$ cat src/rtl/instr_mem_arbiter.sv
// Two-port (fetch/debug) arbiter in front of a combinational instruction memory.
// Define IMEM_ARB_RR_EN for round-robin conflict resolution; default is fetch-over-debug priority.
module instr_mem_arbiter #(
   parameter logic [31:0] ADDR_LIMIT = 32'h0000_0FFF,
   parameter logic [31:0] ERR_DATA   = 32'h0000_0000
) (
   input  logic        clk_i,
   input  logic        rst_ni,
   input  logic        f_req_i,
   input  logic [31:0] f_addr_i,
   output logic        f_gnt_o,
   output logic        f_rvalid_o,
   output logic [31:0] f_rdata_o,
   output logic        f_err_o,
   input  logic        d_req_i,
   input  logic [31:0] d_addr_i,
   output logic        d_gnt_o,
   output logic        d_rvalid_o,
   output logic [31:0] d_rdata_o,
   output logic        d_err_o,
   output logic [31:0] mem_addr_o,
   input  logic [31:0] mem_rdata_i
);
   logic        w_dbg_wins;
   logic        w_f_gnt;
   logic        w_d_gnt;
   logic        w_err;
   logic [31:0] w_mem_addr;
   logic [31:0] w_rdata;
   logic [31:0] r_last_addr;
   logic        r_f_rvalid, r_d_rvalid;
   logic        r_f_err, r_d_err;
   logic [31:0] r_f_rdata, r_d_rdata;

`ifdef IMEM_ARB_RR_EN
   // 1 = debug wins the next conflict; flips on every conflict so the loser goes next
   logic r_ptr_dbg;
   always_ff @(posedge clk_i or negedge rst_ni) begin
      if (!rst_ni)                   r_ptr_dbg <= 1'b0;
      else if (f_req_i && d_req_i)   r_ptr_dbg <= ~r_ptr_dbg;
   end
   assign w_dbg_wins = r_ptr_dbg;
`else
   assign w_dbg_wins = 1'b0;
`endif

   // grants forced low while reset is asserted
   assign w_f_gnt = rst_ni & f_req_i & ~(d_req_i & w_dbg_wins);
   assign w_d_gnt = rst_ni & d_req_i & ~(f_req_i & ~w_dbg_wins);

   always_comb begin
      w_mem_addr = r_last_addr;
      if (w_f_gnt)      w_mem_addr = f_addr_i;
      else if (w_d_gnt) w_mem_addr = d_addr_i;
   end

   assign w_err   = (w_mem_addr > ADDR_LIMIT) || (w_mem_addr[1:0] != 2'b00);
   assign w_rdata = w_err ? ERR_DATA : mem_rdata_i;

   always_ff @(posedge clk_i or negedge rst_ni) begin
      if (!rst_ni) begin
         r_last_addr <= 32'h0;
         r_f_rvalid  <= 1'b0;
         r_d_rvalid  <= 1'b0;
         r_f_err     <= 1'b0;
         r_d_err     <= 1'b0;
         r_f_rdata   <= 32'h0;
         r_d_rdata   <= 32'h0;
      end else begin
         r_f_rvalid <= w_f_gnt;
         r_d_rvalid <= w_d_gnt;
         if (w_f_gnt || w_d_gnt) r_last_addr <= w_mem_addr;
         // data/err only move on acceptance so they hold while rvalid is low
         if (w_f_gnt) begin
            r_f_rdata <= w_rdata;
            r_f_err   <= w_err;
         end
         if (w_d_gnt) begin
            r_d_rdata <= w_rdata;
            r_d_err   <= w_err;
         end
      end
   end

   assign f_gnt_o    = w_f_gnt;
   assign d_gnt_o    = w_d_gnt;
   assign mem_addr_o = w_mem_addr;
   assign f_rvalid_o = r_f_rvalid;
   assign d_rvalid_o = r_d_rvalid;
   assign f_rdata_o  = r_f_rdata;
   assign d_rdata_o  = r_d_rdata;
   assign f_err_o    = r_f_err;
   assign d_err_o    = r_d_err;
endmodule

$ cat config.mk
export PLATFORM = sky130hd
export DESIGN_NAME = instr_mem_arbiter
export DESIGN_NICKNAME = d
export VERILOG_FILES = /design/src/rtl/instr_mem_arbiter.sv
export SDC_FILE = /design/constraint.sdc
export NUM_CORES = 1
export LEC_CHECK = 0
export ABC_CLOCK_PERIOD_IN_PS = 2000
export CORE_MARGIN = 10
export CORE_UTILIZATION = 40
export CTS_CLUSTER_DIAMETER = 100
export CTS_CLUSTER_SIZE = 10
export DETAILED_ROUTE_END_ITERATION = 10
export GPL_ROUTABILITY_DRIVEN = 0
export PLACE_DENSITY_LB_ADDON = 0.25
export SLEW_MARGIN = 20
export SYNTH_ARGS = -nofsm -noshare
export SYNTH_HDL_FRONTEND = slang
export SYNTH_SLANG_ARGS = --single-unit
$ cat constraint.sdc
create_clock -name clk_i -period 2 [get_ports clk_i]
set_input_delay 0.4 -clock clk_i [delete_from_list [all_inputs] [get_ports clk_i]]
set_output_delay 0.4 -clock clk_i [all_outputs]
set_load 0.1 [all_outputs]
==> flow_summary.json, run 1 <==
{
  "overflow": 0,
  "die_h_um": 131,
  "synth_area_um2": 4910,
  "htree_levels": 3,
  "finalHoldViolCount": 0,
  "clk_pin_slew_worst_paths_ns": 0.08,
  "yosys_warnings": 0,
  "irDropWorstVdd_mv": 0.519,
  "path_common_cell": "buf_6",
  "cts_tree": "built",
  "pre_cts_ws_ns": -0.892,
  "crit_arrival_ns": 2.36,
  "syn_area_per_cell_um2": 9.96,
  "path_cells": "o22ai_4, buf_6, a21oi_4, nor4_4, buf_6, buf_16, nand3_1, o31ai_4",
  "io_buffer_count": 201,
  "setup_ws_ns": -0.0983,
  "fmax_ghz": 0.477,
  "drt_pass1_iterations": 7,
  "dp_hpwl_um": 14700,
  "grt_pass1_vias": 5871,
  "tritoncts_num_sinks": 100,
  "worstMarginPinSlew_ns": 0.435,
  "finalCriticalPeriod_ns": 2.10,
  "hp-class": "in -> async",
  "ys_seq_area_share_pct": 51.0,
  "fin_cells": 965,
  "power_switching_mw": 2.51,
  "critPathTopFamily": "compound AO/OA/AOI/OAI gates",
  "cts_buffer_depth": 2,
  "die_w_um": 131,
  "power_frac_comb_pct": 39.6,
  "r2r_start": "r_last_addr[29]",
  "outcome": "finished, violations left",
  "synth_compound_gate_area_share_pct": 29.5,
  "synthMuxAreaShare_pct": 0,
  "finalNetCount": 912,
  "route.detailed.drc": 0,
  "path_max_fanout": 16,
  "rows": 40,
  "fin_hold_ws_ns": 0.0228,
  "violations": "setup timing",
  "synth_fa_ha_area_share_pct": 0,
  "fin_setup_tns_ns": -2.84,
  "skew_ns": 0.00982,
  "reg2reg_depth": 8,
  "netlist_instances": 493,
  "ys_types": 20,
  "root_buffer": "clkbuf_16",
  "crit_start": "r_last_addr[29]",
  "clkPwrFrac_pct": 27.7,
  "max_stage_delay_ns": 0.47,
  "rsz0062_at_grt": "true",
  "switching_share_pct": 37.0,
  "crit_required_ns": 2.26,
  "max_slew_margin_pct": 71.0,
  "slowest_stage": "dfrtp_2",
  "ant_nets": 0,
  "syn2layout_area_growth_pct": 114,
  "p_per_area_nw_per_um2": 647,
  "cap_violations": 0,
  "power.leakage_nw": 4.28,
  "yosys.area_share.simple_pct": 13.1,
  "p_int_mw": 4.28,
  "cp.depth": 8,
  "dp_cells": 903,
  "core_um2": 12000,
  "start_util_pct": 40.9,
  "path_class": "reg -> reg",
  "synth_top_family_by_area": "compound AO/OA/AOI/OAI gates",
  "insertion_delay_ns": 0.35,
  "fillers": 531,
  "period_share_pct": 105,
  "layout-drive-gt1-share_pct": 54.5,
  "routed_wl_um": 25700,
  "track_usage_pct": 23.9,
  "drt_first_iter_violations": 476,
  "vias_per_cell": 6.24,
  "synthXorXnorAreaFrac_pct": 0,
  "syn_nets": 593,
  "grt_max_degree": 34,
  "via_count": 6019,
  "drv_slew": 0,
  "antenna_found_initial": 1,
  "power_mw": 6.79,
  "floorplan.die_area_um2": 17100,
  "setup_viol": 64,
  "grt_pass1_wl_um": 32100,
  "path_buf_inv": 3,
  "crit_path_start_kind": "flip-flop",
  "yosys_register_bits": 100,
  "seqPwrFrac_pct": 32.7,
  "wl_per_cell_um": 26.6,
  "io_pins": 202,
  "crit_path_end_kind": "flip-flop",
  "cts_buffers": 9
}
==> state kept, by name, indices dropped and copies added (netlist names) <==
signal / count
d_rdata_o: 32
f_rdata_o: 32
r_last_addr: 32
d_err_o: 1
d_rvalid_o: 1
f_err_o: 1
f_rvalid_o: 1
==> final cells by class <==
class | count | area (um2) | area share, %
multi-input combinational | 338 | 3410 | 32.5
tap | 147 | 184 | 1.75
sequential | 100 | 2500 | 23.9
timing repair buffer | 360 | 4070 | 38.8
clock buffer | 10 | 239 | 2.28
antenna | 1 | 2.50 | 0.0238
clock inverter | 6 | 70.1 | 0.668
inverter | 3 | 17.5 | 0.167
==> metal layers <==
layer / wire length, um / track usage, % / vias to the layer above
met5: 0 / 0 / -
met4: 1140 / 9.48 / 0
met3: 1960 / 4.92 / 89
met2: 13200 / 40.9 / 379
met1: 9370 / 28.9 / 3030
li1: - / - / 2521
==> through the flow <==
stage	util, %	instance area (um2)
after global placement	72.0	8650
after global routing	87.4	10500
after CTS	77.9	9360
after floorplan	-	5650
final	87.4	10500
after detailed placement	72.0	8650
==> layout by cell type, fill, tap and decap left out, drive strengths merged <==
cell type	count
a21oi	64
buf	249
bufbuf	1
bufinv	1
clkbuf	22
clkdlybuf4s50	88
clkinv	3
clkinvlp	2
dfrtp	100
diode	1
dlygate4sd2	3
dlygate4sd3	2
dlymetal6s2s	5
inv	3
nand2	71
nand3	67
nor2	1
nor4	5
o22ai	64
o31ai	64
o32a	2
==> power groups by stage <==
stage	Clock [mW]	Sequential (mW)	Combinational, mW
after global placement	0	2.22	2.38
after detailed placement	0	2.23	2.42
final	1.88	2.22	2.69
after CTS	1.85	2.20	2.51
after global routing	1.97	2.23	2.77
after floorplan	0	2.23	1.31
==> kinds of logic after synthesis <==
| group | Yosys count |
|---|---|
| simple gates | 141 |
| compound gates | 194 |
| buf+inv | 58 |
| flops | 100 |
==> worst paths after layout <==
kind / to / slack, ns
worst max-delay path: f_rdata_o[28] / -0.1
worst min-delay path: r_last_addr[12] / 0.02
worst max register to register: f_rdata_o[28] / -0.1
worst min register to register: d_rdata_o[23] / 0.50
max in group asynchronous: d_rdata_o[2] / 1.15
min in group clk_i: r_last_addr[17] / 0.45
==> cells in the mapped netlist, drive strengths merged <==
cell type  instances  area, um2
dfrtp            100       2500
nand2             69        262
nand3             66        330
a21oi             64        320
o22ai             64        425
o31ai             64        681
buf               32        223
clkbuf            23       86.3
nor4               5       46.3
clkinv             2       7.51
o32a               2       20.0
inv                1       3.75
nor2               1       3.75
==> worst reg2reg max path, delay by kind of cell, from the launching register on <==
kind | cells | cell delay [ns]
AOI/OAI and AO/OA | 3 | 0.53
buffers and inverters | 3 | 0.53
and+or+nand+nor | 2 | 0.48
DFF | 1 | 0.47
==> repair_timing <==
action	4_1_cts	5_1_grt
resized for setup	42	118
gates cloned	6	14
setup endpoints to repair	100	80
pin swaps	13	47
hold buffers	1	1
hold endpoints to repair	1	1
setup buffers	7	16
Note: power is estimated with default switching activity, not from simulation.
==> run 2: changes to the inputs <==
- PLACE_DENSITY: default -> 0.8
- PLACE_DENSITY_LB_ADDON: 0.25 -> default
- SLEW_MARGIN: 20 -> default
==> flow_summary.json, run 2 (same netlist as run 1, synthesis figures left out) <==
{
  "outcome": "finished, violations left",
  "violations": "setup timing",
  "crit_path_start_kind": "input pin",
  "htree_levels": 3,
  "rows": 40,
  "post_dp_cell_area_um2": 8450,
  "io_buffer_count": 201,
  "drt_first_iter_violations": 527,
  "hp-class": "in -> async",
  "path_class": "in -> reg",
  "reg2reg_depth": 8,
  "cts_tree": "built",
  "tritoncts_num_sinks": 100,
  "rsz0062_at_grt": "true",
  "track_usage_pct": 23.5,
  "die_h_um": 131,
  "core_um2": 12000,
  "layout-drive-gt1-share_pct": 50.1,
  "cap_violations": 0,
  "cts_buffer_depth": 2,
  "drv_slew": 0,
  "io_pins": 202,
  "grt_pass1_vias": 5777,
  "crit_required_ns": 2.25,
  "route.detailed.drc": 0,
  "antenna_found_initial": 2,
  "power.leakage_nw": 3.89,
  "finalCriticalPeriod_ns": 2.06,
  "die_w_um": 131,
  "dp_hpwl_um": 14900,
  "root_buffer": "clkbuf_16",
  "worstMarginPinSlew_ns": 0.662,
  "max_stage_delay_ns": 0.45,
  "irDropWorstVdd_mv": 0.504,
  "path_max_fanout": 9,
  "most-common-layout-cells": "buf_4 (158), dfrtp_1 (99), clkdlybuf4s50_1 (95)",
  "period_share_pct": 103,
  "p_per_area_nw_per_um2": 668,
  "fin_cells": 927,
  "syn2layout_area_growth_pct": 95.5,
  "max_slew_margin_pct": 55.9,
  "routed_wl_um": 22300,
  "path_cells": "clkdlybuf4s50_1, o22ai_2, a21oi_4, nor4_2, buf_4, nand3_4, buf_12, clkbuf_16, o31ai_2",
  "final_common_cell": "buf_4",
  "setup_viol": 37,
  "cts_buffers": 9,
  "finalNetCount": 873,
  "start_util_pct": 40.9,
  "grt_max_degree": 67,
  "ant_nets": 0,
  "finish.instance_area_um2": 9600,
  "fmax_ghz": 0.485,
  "vias_per_cell": 5.98,
  "grt_pass1_wl_um": 31700,
  "floorplan.die_area_um2": 17100,
  "crit_arrival_ns": 2.31,
  "crit_path_end_kind": "flip-flop",
  "insertion_delay_ns": 0.35,
  "slowest_stage": "clkdlybuf4s50_1",
  "skew_ns": 0.00880,
  "wl_per_cell_um": 24.1,
  "power_mw": 6.41,
  "via_count": 5544,
  "setup_ws_ns": -0.0604,
  "drt_pass1_iterations": 5,
  "clk_pin_slew_worst_paths_ns": 0.07,
  "finalHoldViolCount": 0,
  "dp_cells": 889,
  "overflow": 0,
  "fin_setup_tns_ns": -0.614,
  "fillers": 684
}
run 2: changes by cell type in the layout (fill, tap and decap cells not counted), moves of 7 or more:
cell             change
clkdlybuf4s50_1      +7
buf_6               -12
buf_4               -10
buf_12               -8
clkbuf_16            -8
o22ai_1              +8
run 2: timing repair:
item                                    4_1_cts  5_1_grt
cloned                                        4        5
resized for setup                            28       82
endpoints found under the setup margin      100       77
pin swaps                                     1        7
hold buffers                                  1        0
buffers inserted                              2        8
endpoints found under the hold margin         1        0
run 2: power by group:
group	internal (mW)	leakage, nW	switching (mW)
sequential	2.12	1.30	0.0900
combinational	1.03	2.46	1.45
clock	0.866	0.138	0.849
total	4.01	3.89	2.39
run 2: worst max-delay path: cells and delay by family:
kind,cells,cell delay (ns)
buf+inv,4,0.98
compound gates,3,0.56
simple gates,2,0.35
run 2: layout make-up:
type	count	area (um2)	share of cell area, %
clock inverters	7	58.8	0.613
flip-flops and latches	100	2500	26.1
repair buffers	321	3420	35.6
well taps	147	184	1.92
inverters	3	16.3	0.169
clock buffers	9	225	2.35
diodes	2	5.00	0.0521
multi-input cells	338	3190	33.2
run 2: path summary, 6_finish.rpt:
path	start	to	slack (ns)
setup / recovery	d_addr_i[23]	f_rdata_o[24]	-0.06
max in group asynchronous	rst_ni	f_rdata_o[25]	1.09
hold reg to reg	d_rdata_o[17]	d_rdata_o[17]	0.49
min in group clk_i	d_rdata_o[17]	d_rdata_o[17]	0.49
setup reg to reg	r_last_addr[23]	f_rdata_o[24]	-0.03
hold / removal	rst_ni	f_rdata_o[1]	0.05
run 2: routing by layer:
layer	share of wire (%)	GRT usage, %
met5	0	0
met4	3.5	11.2
met3	7.0	5.16
met2	53	40.8
met1	37	26.8
run 2: per-stage QoR:
stage	util (%)	worst slack [ns]	hold slack, ns
floorplan	-	-0.230	0.104
global placement	70.4	-0.670	0.207
detailed placement	70.4	-0.783	0.209
CTS	74.3	-0.0197	0.0512
global route	79.9	-0.131	0.0522
finish	79.9	-0.0604	0.0460
